--- src/rtl/button_menu_fsm_if.sv ---
// Button/menu/action bus for button_menu_fsm.
//   b_prev, b_next, b_sel : toggled lines from the debounced button controllers
//   action_ready          : game core accepts the pending action
//   menu_active           : menu open (state not IDLE)
//   cursor                : current menu index
//   action_valid/_id      : pending action handshake towards the game core
// master: the menu controller; slave: the buttons/game-core side.
interface button_menu_fsm_if;
  logic       b_prev;
  logic       b_next;
  logic       b_sel;
  logic       action_ready;
  logic       menu_active;
  logic [2:0] cursor;
  logic       action_valid;
  logic [2:0] action_id;

  modport master (
    input  b_prev, b_next, b_sel, action_ready,
    output menu_active, cursor, action_valid, action_id
  );

  modport slave (
    output b_prev, b_next, b_sel, action_ready,
    input  menu_active, cursor, action_valid, action_id
  );
endinterface

--- src/rtl/button_menu_fsm.sv ---
// Menu navigation controller fed by three toggle-per-press button lines.
// Level changes become one-cycle events, which move a wrapping cursor, close
// the menu after TIMEOUT_CYCLES idle cycles in BROWSE, and issue the selected
// index to the game core over a valid/ready handshake.
// Ports:
//   clk   : system clock, rising edge
//   rst_n : asynchronous active-low reset
//   bus   : button_menu_fsm_if.master (buttons in, menu/action outputs)
module button_menu_fsm #(
  parameter int unsigned NUM_ITEMS      = 4,
  parameter int unsigned TIMEOUT_CYCLES = 24'd5_000_000
) (
  input  logic                   clk,
  input  logic                   rst_n,
  button_menu_fsm_if.master      bus
);

  localparam logic [2:0]  LAST_ITEM = 3'(NUM_ITEMS - 1);
  localparam logic [23:0] TO_LAST   = 24'(TIMEOUT_CYCLES - 1);

  typedef enum logic [1:0] {
    IDLE    = 2'd0,
    BROWSE  = 2'd1,
    PENDING = 2'd2
  } state_t;

  state_t      state, state_n;
  logic [2:0]  cursor_q, cursor_n;
  logic        valid_q, valid_n;
  logic [2:0]  id_q, id_n;
  logic [23:0] cnt_q, cnt_n;

  logic armed;
  logic p_prev, p_next, p_sel;
  logic e_prev, e_next, e_sel;

  // Previous-value registers always follow the lines, including while
  // unarmed and in PENDING, so nothing stale fires later.
  always_ff @(posedge clk or negedge rst_n) begin
    if (!rst_n) begin
      armed  <= 1'b0;
      p_prev <= 1'b0;
      p_next <= 1'b0;
      p_sel  <= 1'b0;
    end else begin
      armed  <= 1'b1;
      p_prev <= bus.b_prev;
      p_next <= bus.b_next;
      p_sel  <= bus.b_sel;
    end
  end

  // Unarmed cycle right after reset: a line already high must not count.
  always_comb begin
    e_prev = armed & (bus.b_prev ^ p_prev);
    e_next = armed & (bus.b_next ^ p_next);
    e_sel  = armed & (bus.b_sel  ^ p_sel);
  end

  always_ff @(posedge clk or negedge rst_n) begin
    if (!rst_n) begin
      state    <= IDLE;
      cursor_q <= '0;
      valid_q  <= 1'b0;
      id_q     <= '0;
      cnt_q    <= '0;
    end else begin
      state    <= state_n;
      cursor_q <= cursor_n;
      valid_q  <= valid_n;
      id_q     <= id_n;
      cnt_q    <= cnt_n;
    end
  end

  always_comb begin
    state_n  = state;
    cursor_n = cursor_q;
    valid_n  = valid_q;
    id_n     = id_q;
    cnt_n    = cnt_q;

    unique case (state)
      IDLE: begin
        // Waking event is consumed: no move, no select.
        if (e_prev || e_next || e_sel) begin
          state_n  = BROWSE;
          cursor_n = '0;
          cnt_n    = '0;
        end
      end

      BROWSE: begin
        // Any event, including a discarded prev+next pair, beats the timeout.
        if (e_sel) begin
          state_n = PENDING;
          id_n    = cursor_q;
          valid_n = 1'b1;
          cnt_n   = '0;
        end else if (e_prev && e_next) begin
          cnt_n = '0;
        end else if (e_next) begin
          cursor_n = (cursor_q == LAST_ITEM) ? '0 : cursor_q + 3'd1;
          cnt_n    = '0;
        end else if (e_prev) begin
          cursor_n = (cursor_q == '0) ? LAST_ITEM : cursor_q - 3'd1;
          cnt_n    = '0;
        end else if (cnt_q == TO_LAST) begin
          state_n = IDLE;
          cnt_n   = '0;
        end else begin
          cnt_n = cnt_q + 24'd1;
        end
      end

      PENDING: begin
        cnt_n = '0;
        if (bus.action_ready) begin
          valid_n = 1'b0;
          state_n = IDLE;
        end
      end

      default: begin
        state_n = IDLE;
        valid_n = 1'b0;
        cnt_n   = '0;
      end
    endcase
  end

  assign bus.menu_active  = (state != IDLE);
  assign bus.cursor       = cursor_q;
  assign bus.action_valid = valid_q;
  assign bus.action_id    = id_q;

endmodule

--- src/flat_wrapper.sv ---
// flat-port wrapper written by rule: the top's interface ports become plain ports
module button_menu_fsm_flat 
#(
  parameter int unsigned NUM_ITEMS      = 4,
  parameter int unsigned TIMEOUT_CYCLES = 24'd5_000_000
)
  (clk, rst_n, bus_b_prev, bus_b_next, bus_b_sel, bus_action_ready, bus_menu_active, bus_cursor, bus_action_valid, bus_action_id);
  button_menu_fsm_if bus_i ();
  input  logic clk;
  input  logic rst_n;
  input wire logic [$bits(bus_i.b_prev)-1:0] bus_b_prev;
  input wire logic [$bits(bus_i.b_next)-1:0] bus_b_next;
  input wire logic [$bits(bus_i.b_sel)-1:0] bus_b_sel;
  input wire logic [$bits(bus_i.action_ready)-1:0] bus_action_ready;
  output wire logic [$bits(bus_i.menu_active)-1:0] bus_menu_active;
  output wire logic [$bits(bus_i.cursor)-1:0] bus_cursor;
  output wire logic [$bits(bus_i.action_valid)-1:0] bus_action_valid;
  output wire logic [$bits(bus_i.action_id)-1:0] bus_action_id;
  assign bus_i.b_prev = bus_b_prev;
  assign bus_i.b_next = bus_b_next;
  assign bus_i.b_sel = bus_b_sel;
  assign bus_i.action_ready = bus_action_ready;
  assign bus_menu_active = bus_i.menu_active;
  assign bus_cursor = bus_i.cursor;
  assign bus_action_valid = bus_i.action_valid;
  assign bus_action_id = bus_i.action_id;
  button_menu_fsm #(.NUM_ITEMS(NUM_ITEMS), .TIMEOUT_CYCLES(TIMEOUT_CYCLES)) u_core (.clk(clk), .rst_n(rst_n), .bus(bus_i));
endmodule
--- config.mk ---
export PLATFORM = sky130hd
export DESIGN_NAME = button_menu_fsm_flat
export DESIGN_NICKNAME = d
export VERILOG_FILES = /design/src/rtl/button_menu_fsm_if.sv /design/src/rtl/button_menu_fsm.sv /design/src/flat_wrapper.sv
export SDC_FILE = /design/constraint.sdc
export NUM_CORES = 1
export LEC_CHECK = 0
export BUFFER_PORTS_ARGS = -buffer_cell sky130_fd_sc_hd__buf_2
export CORE_AREA = 2 2 67 69
export DETAILED_ROUTE_END_ITERATION = 7
export DIE_AREA = 0 0 69 71
export HOLD_SLACK_MARGIN = 0.05
export PLACE_DENSITY = 0.7
export RECOVER_POWER = 100
export SLEW_MARGIN = 20
export SYNTH_ARGS = -nofsm -noshare
export SYNTH_HDL_FRONTEND = slang
export SYNTH_SLANG_ARGS = --single-unit
--- constraint.sdc ---
create_clock -name clk -period 1.93 [get_ports clk]
set_clock_uncertainty 0.1 [all_clocks]
set_input_delay 0.386 -clock clk [delete_from_list [all_inputs] [get_ports clk]]
set_output_delay 0.386 -clock clk [all_outputs]
set_load 0.05 [all_outputs]
# Word-level counts from Yosys, hierarchy flattened
# Cells that the tools add are included.
# op_classes
add_sub_neg,3
mul,0
n_div,0
n_lt_le_gt_ge,0
eq_ne,14
n_shift,0
n_mux,26
bitwise_logic,7
reduce_logical,11
# op_table
op,count
24-bit 2-to-1 mux,6
24-bit one-hot mux with 2 select lines,1
"24-bit by 1-bit adder with 24-bit output, second input constant",1
"24-bit by 23-bit equality test with 1-bit output, second input constant",1
3-bit 2-to-1 mux,7
2-bit 2-to-1 mux,7
"2-bit inequality test, second input constant",3
"3-bit by 1-bit inequality test with 1-bit output, second input constant",2
"3-bit inequality test, second input constant",2
2-bit one-hot mux with 3 select lines,1
3-bit one-hot mux with 2 select lines,1
6-bit AND reduction,1
5-bit AND reduction,1
"2-bit by 1-bit inequality test with 1-bit output, second input constant",2
2-bit nonzero test,2
"3-bit by 1-bit adder with 3-bit output, second input constant",1
1-bit bitwise AND,3
"3-bit by 2-bit equality test with 1-bit output, second input constant",1
3-bit logical NOT,1
"3-bit by 2-bit inequality test with 1-bit output, second input constant",1
1-bit one-hot mux with 3 select lines,1
3-bit AND reduction,1
"3-bit by 1-bit subtractor with 3-bit output, second input constant",1
1-bit bitwise XOR,3
other kinds (8),10
# totals
reg_bits,37
latch_bits,0
mem_bits_rw,0
romBits,0
input_bits,6
out_inout_bits,8
n_memories,0

# Logic depth before layout (Yosys ltp)
# depth
ltp_word,7
mapped_depth,7
mapped_depth_nobuf,6

# Least setup slack after synthesis
# OpenSTA, ideal clock, no wires.
# synth_path
path_kind,flip-flop to flip-flop
start,register u_core.cnt_q[0]
end,register u_core.cnt_q[8]
arrival_time_ns,1.668
required_ns,1.766
setup_slack_ns,0.098
path_stages_with_launch,7
period_less_slack_ns,1.832
path_cell_list,dfrtp_1 -> ha_1 -> nand3_1 -> or2_1 -> or4_1 -> a21oi_1 -> a21o_1
# synth_via
elab_chain_len,7
elab_cells_between_ends,8
classes_between,1 x add/sub; 1 x eq/ne; 6 x mux
# synth_lines
item,line_no,rtl
from (decl),button_menu_fsm.sv:31,"logic [23:0] cnt_q, cnt_n;"
from (signal assigned),button_menu_fsm.sv:72,cnt_q <= cnt_n;
24-bit by 1-bit adder with 24-bit output or 24-bit by 23-bit equality test with 1-bit output (tied branches),"button_menu_fsm.sv:112, button_menu_fsm.sv:108",
24-bit 2-to-1 mux (*),button_menu_fsm.sv:108,end else if (cnt_q == TO_LAST) begin
24-bit 2-to-1 mux (*),button_menu_fsm.sv:105,end else if (e_prev) begin
24-bit 2-to-1 mux (*),button_menu_fsm.sv:102,end else if (e_next) begin
24-bit 2-to-1 mux (*),button_menu_fsm.sv:100,end else if (e_prev && e_next) begin
24-bit 2-to-1 mux (*),button_menu_fsm.sv:95,if (e_sel) begin
24-bit one-hot mux with 2 select lines (*),button_menu_fsm.sv:83,unique case (state)
# Mark *: on every way between the ends. The rest lies on a longest branch, timed or not.
# A chain may end at the register's enable or synchronous reset.

# Worst setup path in the final report
# Same ends and word-level chain as after synthesis.

==> impl_summary.md <==
Flow run
Across the run, the number of max-cap violations was 0.

Synthesis
Yosys mapped a number of flops with a built-in enable equal to 0. The cell type with the largest total area after synthesis is dfrtp_1. The area fraction of the dominant cell type after synthesis is 45.29%. The synthesized instance count is 212. The synthesized cell area is 2044 sq um. By area the synthesized netlist is led by dfrtp_1, xor2_1, xnor2_1.

The post-synthesis net count is 222. Of all flip-flops after synthesis, the portion carrying an async set or reset was 100.0%. The number of synthesized register bits is 37.

The netlist uses 47 different library cells. Of the synthesized area, sequential elements account for 45.29%. For this run, the number of Yosys warnings is 0.

The average size of a mapped cell is 9.644 sq um. The most used flip-flop cell after synthesis is dfrtp_1.

STA
After layout, the minimum clock period comes to 1.892 ns. The final worst-path cycle share is 98.02%. The number of setup violations in the final report is 0. The transition time of the tightest slew-check pin is 1.087 ns. Across all hold checks on the routed design, the worst slack comes to 0.1595 ns. The worst relative slew slack is 27.56%. The number of pins exceeding their max-slew limit in the final report is 0. Static timing analysis puts the maximum clock frequency at 528.6 MHz. The final count of hold timing violations is 0.

Final layout
The number of antenna diodes in the final layout is 0. The count of fill cells added during filler insertion is 397. For this run, the number of standard cells in the final layout without fillers is 300. The combined flip-flop and latch cell area is 925.9 sq um.

The combined area of the multi-input logic cells is 1119 sq um. The area growth from synthesis to final layout is 19.28%. The post-layout net count is 258. The post-route netlist has 17.34% of its cells at a drive strength greater than 1. The library cell used most frequently in the layout, excluding fill and tap cells, is dfrtp_1. Leaving out fill and tap cells, the most frequent cells in the layout are dfrtp_1, nor2_1, nand2_1, buf_4, o21ai_0.

Global routing
The number of antenna violations at the first check in global routing is 0. The pin count of the biggest net entering global routing is 20. The via count of the first global-routing pass was 1,573. Global routing used 18.81% of the available tracks. Summed over all layers, the global routing overflow is 0. The first global-routing pass estimated 7.286 mm of wire.

Clock tree
The H-tree level count is 2. Clock-pin slew was measured on the worst setup and hold paths at 0.07 ns. Post-CTS timing repair inserted 0 buffers for setup. The tree is rooted in a clkbuf_8. The later pin in the worst-skew pair is clocked with a latency of 0.28 ns. The clock tree from TritonCTS is yes. The CTS sink count is 37.

The worst-case clock buffer depth is 2. The number of CTS-inserted buffers is 5.

Setup path
The reg-to-reg startpoint is u_core.cnt_q[0]. The worst setup path is launched from a flip-flop. In this run the worst setup path terminates at u_core.cnt_q[8]. At the worst endpoint, the required time is 2.06 ns. The setup check on the worst reg-to-reg path leaves a slack of 0.04 ns. The end of the worst register-to-register path is u_core.cnt_q[8]. STA classifies the critical path endpoint as a flip-flop.

The biggest fanout along the worst timing path is 4. The endpoint arrival time on the critical path is 2.02 ns. The critical path startpoint is u_core.cnt_q[0]. The path depth of the worst reg2reg path is 6. The class of the most critical setup path is reg -> reg.

Power
Summed over all cells, the static leakage comes to 1.031 nW. The maximum VDD drop is 0.0003210 V. Dividing total power by cell area gives a power density of 1029 nW/um^2.

Floorplanning
In this run the standard cell core region covers 4204 sq um. The starting density of the core is 48.63%. The floorplan step set the die width to 69 um. The die covers 4899 sq um. The standard-cell row count is 24. From bottom edge to top edge, the die measures 71 um. The total I/O pin count is 14.

Route
The first detailed-routing pass took 4 iterations. The antenna violation net count after detailed routing is 0. After detailed routing, the number of vias per cell comes to 5.523. The post-detailed-route DRC marker count is 0.

The overall routed net length is 4.312 mm. The final routed wire length divided by cell count is 14.37 um. The first routing iteration left 85 violations. The total number of vias is 1,657.

Placed design
Once placement completed, the tool counted placed cells totaling 292. Input and output buffers added on the ports amount to 13. The detailed placer's ending HPWL is 3.216 mm. The placer's final routability congestion estimate is 0.7920.

Hold path
The min-delay analysis places its worst path in the category in -> reg.

Run status
The run finished with clean final reports.
==> Yosys cell counts, types with 2 or more instances <==
library cell and instances:
xnor2_1 10, a22o_1 2, and4_1 2, buf_6 2, a41oi_1 2, nor3_1 7, a21o_1 2, o21ai_0 14
or3_1 2, a31oi_1 4, clkbuf_8 2, nor4_1 4, nor2_1 23, nor3b_1 3, nand2b_1 3, nor4b_1 2
nand3_1 10, a21oi_1 3, a31o_2 2, o31ai_1 2, ha_1 4, dfrtp_1 37, and2_1 2, and3_1 2
xor2_1 11, inv_1 4, nand4_1 9, nand2_1 23
==> stage by stage <==
| step | setup WS, ns | total power, mW | utilization (%) | instance area (sq um) | TNS, ns |
|---|---|---|---|---|---|
| after CTS | 0.003175 | 2.544 | 57.11 | 2401 | 0 |
| after global placement | -0.04130 | 1.941 | 54.35 | 2285 | -0.04591 |
| after detailed placement | -0.1088 | 1.977 | 54.35 | 2285 | -1.370 |
| after global routing | -0.004471 | 2.675 | 58.01 | 2439 | -0.004471 |
| final | 0.03825 | 2.510 | 58.01 | 2439 | 0 |
| after floorplan | 0.09819 | 1.718 | - | 2044 | 0 |
==> metal layers <==
metal / track usage [%] / up-vias / routed length (um)
met5: 0 / - / 0
met4: 7.843 / 0 / 75
met3: 4.416 / 8 / 148
met2: 31.20 / 31 / 2073
met1: 23.76 / 785 / 2015
li1: - / 833 / -
==> logic make-up after synthesis <==
logic type | synth area share (%)
compound gates | 12.79
simple gates | 24.79
xor+xnor | 9.792
flops | 45.29
other cells | 0.1834
buf+inv | 3.671
fa+ha+maj | 2.448
mux | 1.040
==> worst max-delay path, cell delays in order (launching register included) <==
cell and delay (ns):
dfrtp_1 0.41, ha_4 0.18, nand3_4 0.08, or2_4 0.28
or4_1 0.53, a21oi_2 0.16, a21o_1 0.09
==> flip-flops by register name, indices dropped and copies added, names as in the netlist <==
signal / flops
u_core.bus.action_id: 3
u_core.bus.cursor: 3
u_core.p_sel: 1
u_core.p_next: 1
u_core.state: 2
u_core.bus.action_valid: 1
u_core.cnt_q: 24
u_core.p_prev: 1
u_core.armed: 1
==> where the power goes <==
part | switching [mW] | leakage [nW] | internal [mW]
sequential | 0.120 | 0.495 | 0.873
clock | 0.255 | 0.0443 | 0.283
combinational | 0.660 | 0.492 | 0.318
==> area by class of cell <==
class / count / area share (%)
Sequential cell: 37 / 37.97
Clock buffer: 7 / 3.540
Tap cell: 52 / 2.668
Timing Repair Buffer: 35 / 9.338
Inverter: 4 / 0.6157
Multi-Input combinational cell: 165 / 45.87
==> worst min path at each step <==
stage / to / depth (start not counted) / from
2_1_floorplan: u_core.armed / 0 / rst_n
3_3_place_gp: u_core.state[0] / 1 / rst_n
5_1_grt: u_core.p_prev / 1 / bus_b_prev
4_1_cts: u_core.p_prev / 1 / bus_b_prev
3_5_place_dp: u_core.state[0] / 1 / rst_n
6_report: u_core.p_prev / 1 / bus_b_prev
==> what timing repair did <==
item,4_1_cts,5_1_grt
pin swaps,0,2
cloned,0,0
endpoints found under the hold margin,18,0
setup endpoints to repair,16,7
gates resized for setup,4,9
hold buffers,1,0
No activity file was read; power rests on OpenSTA's default activity.
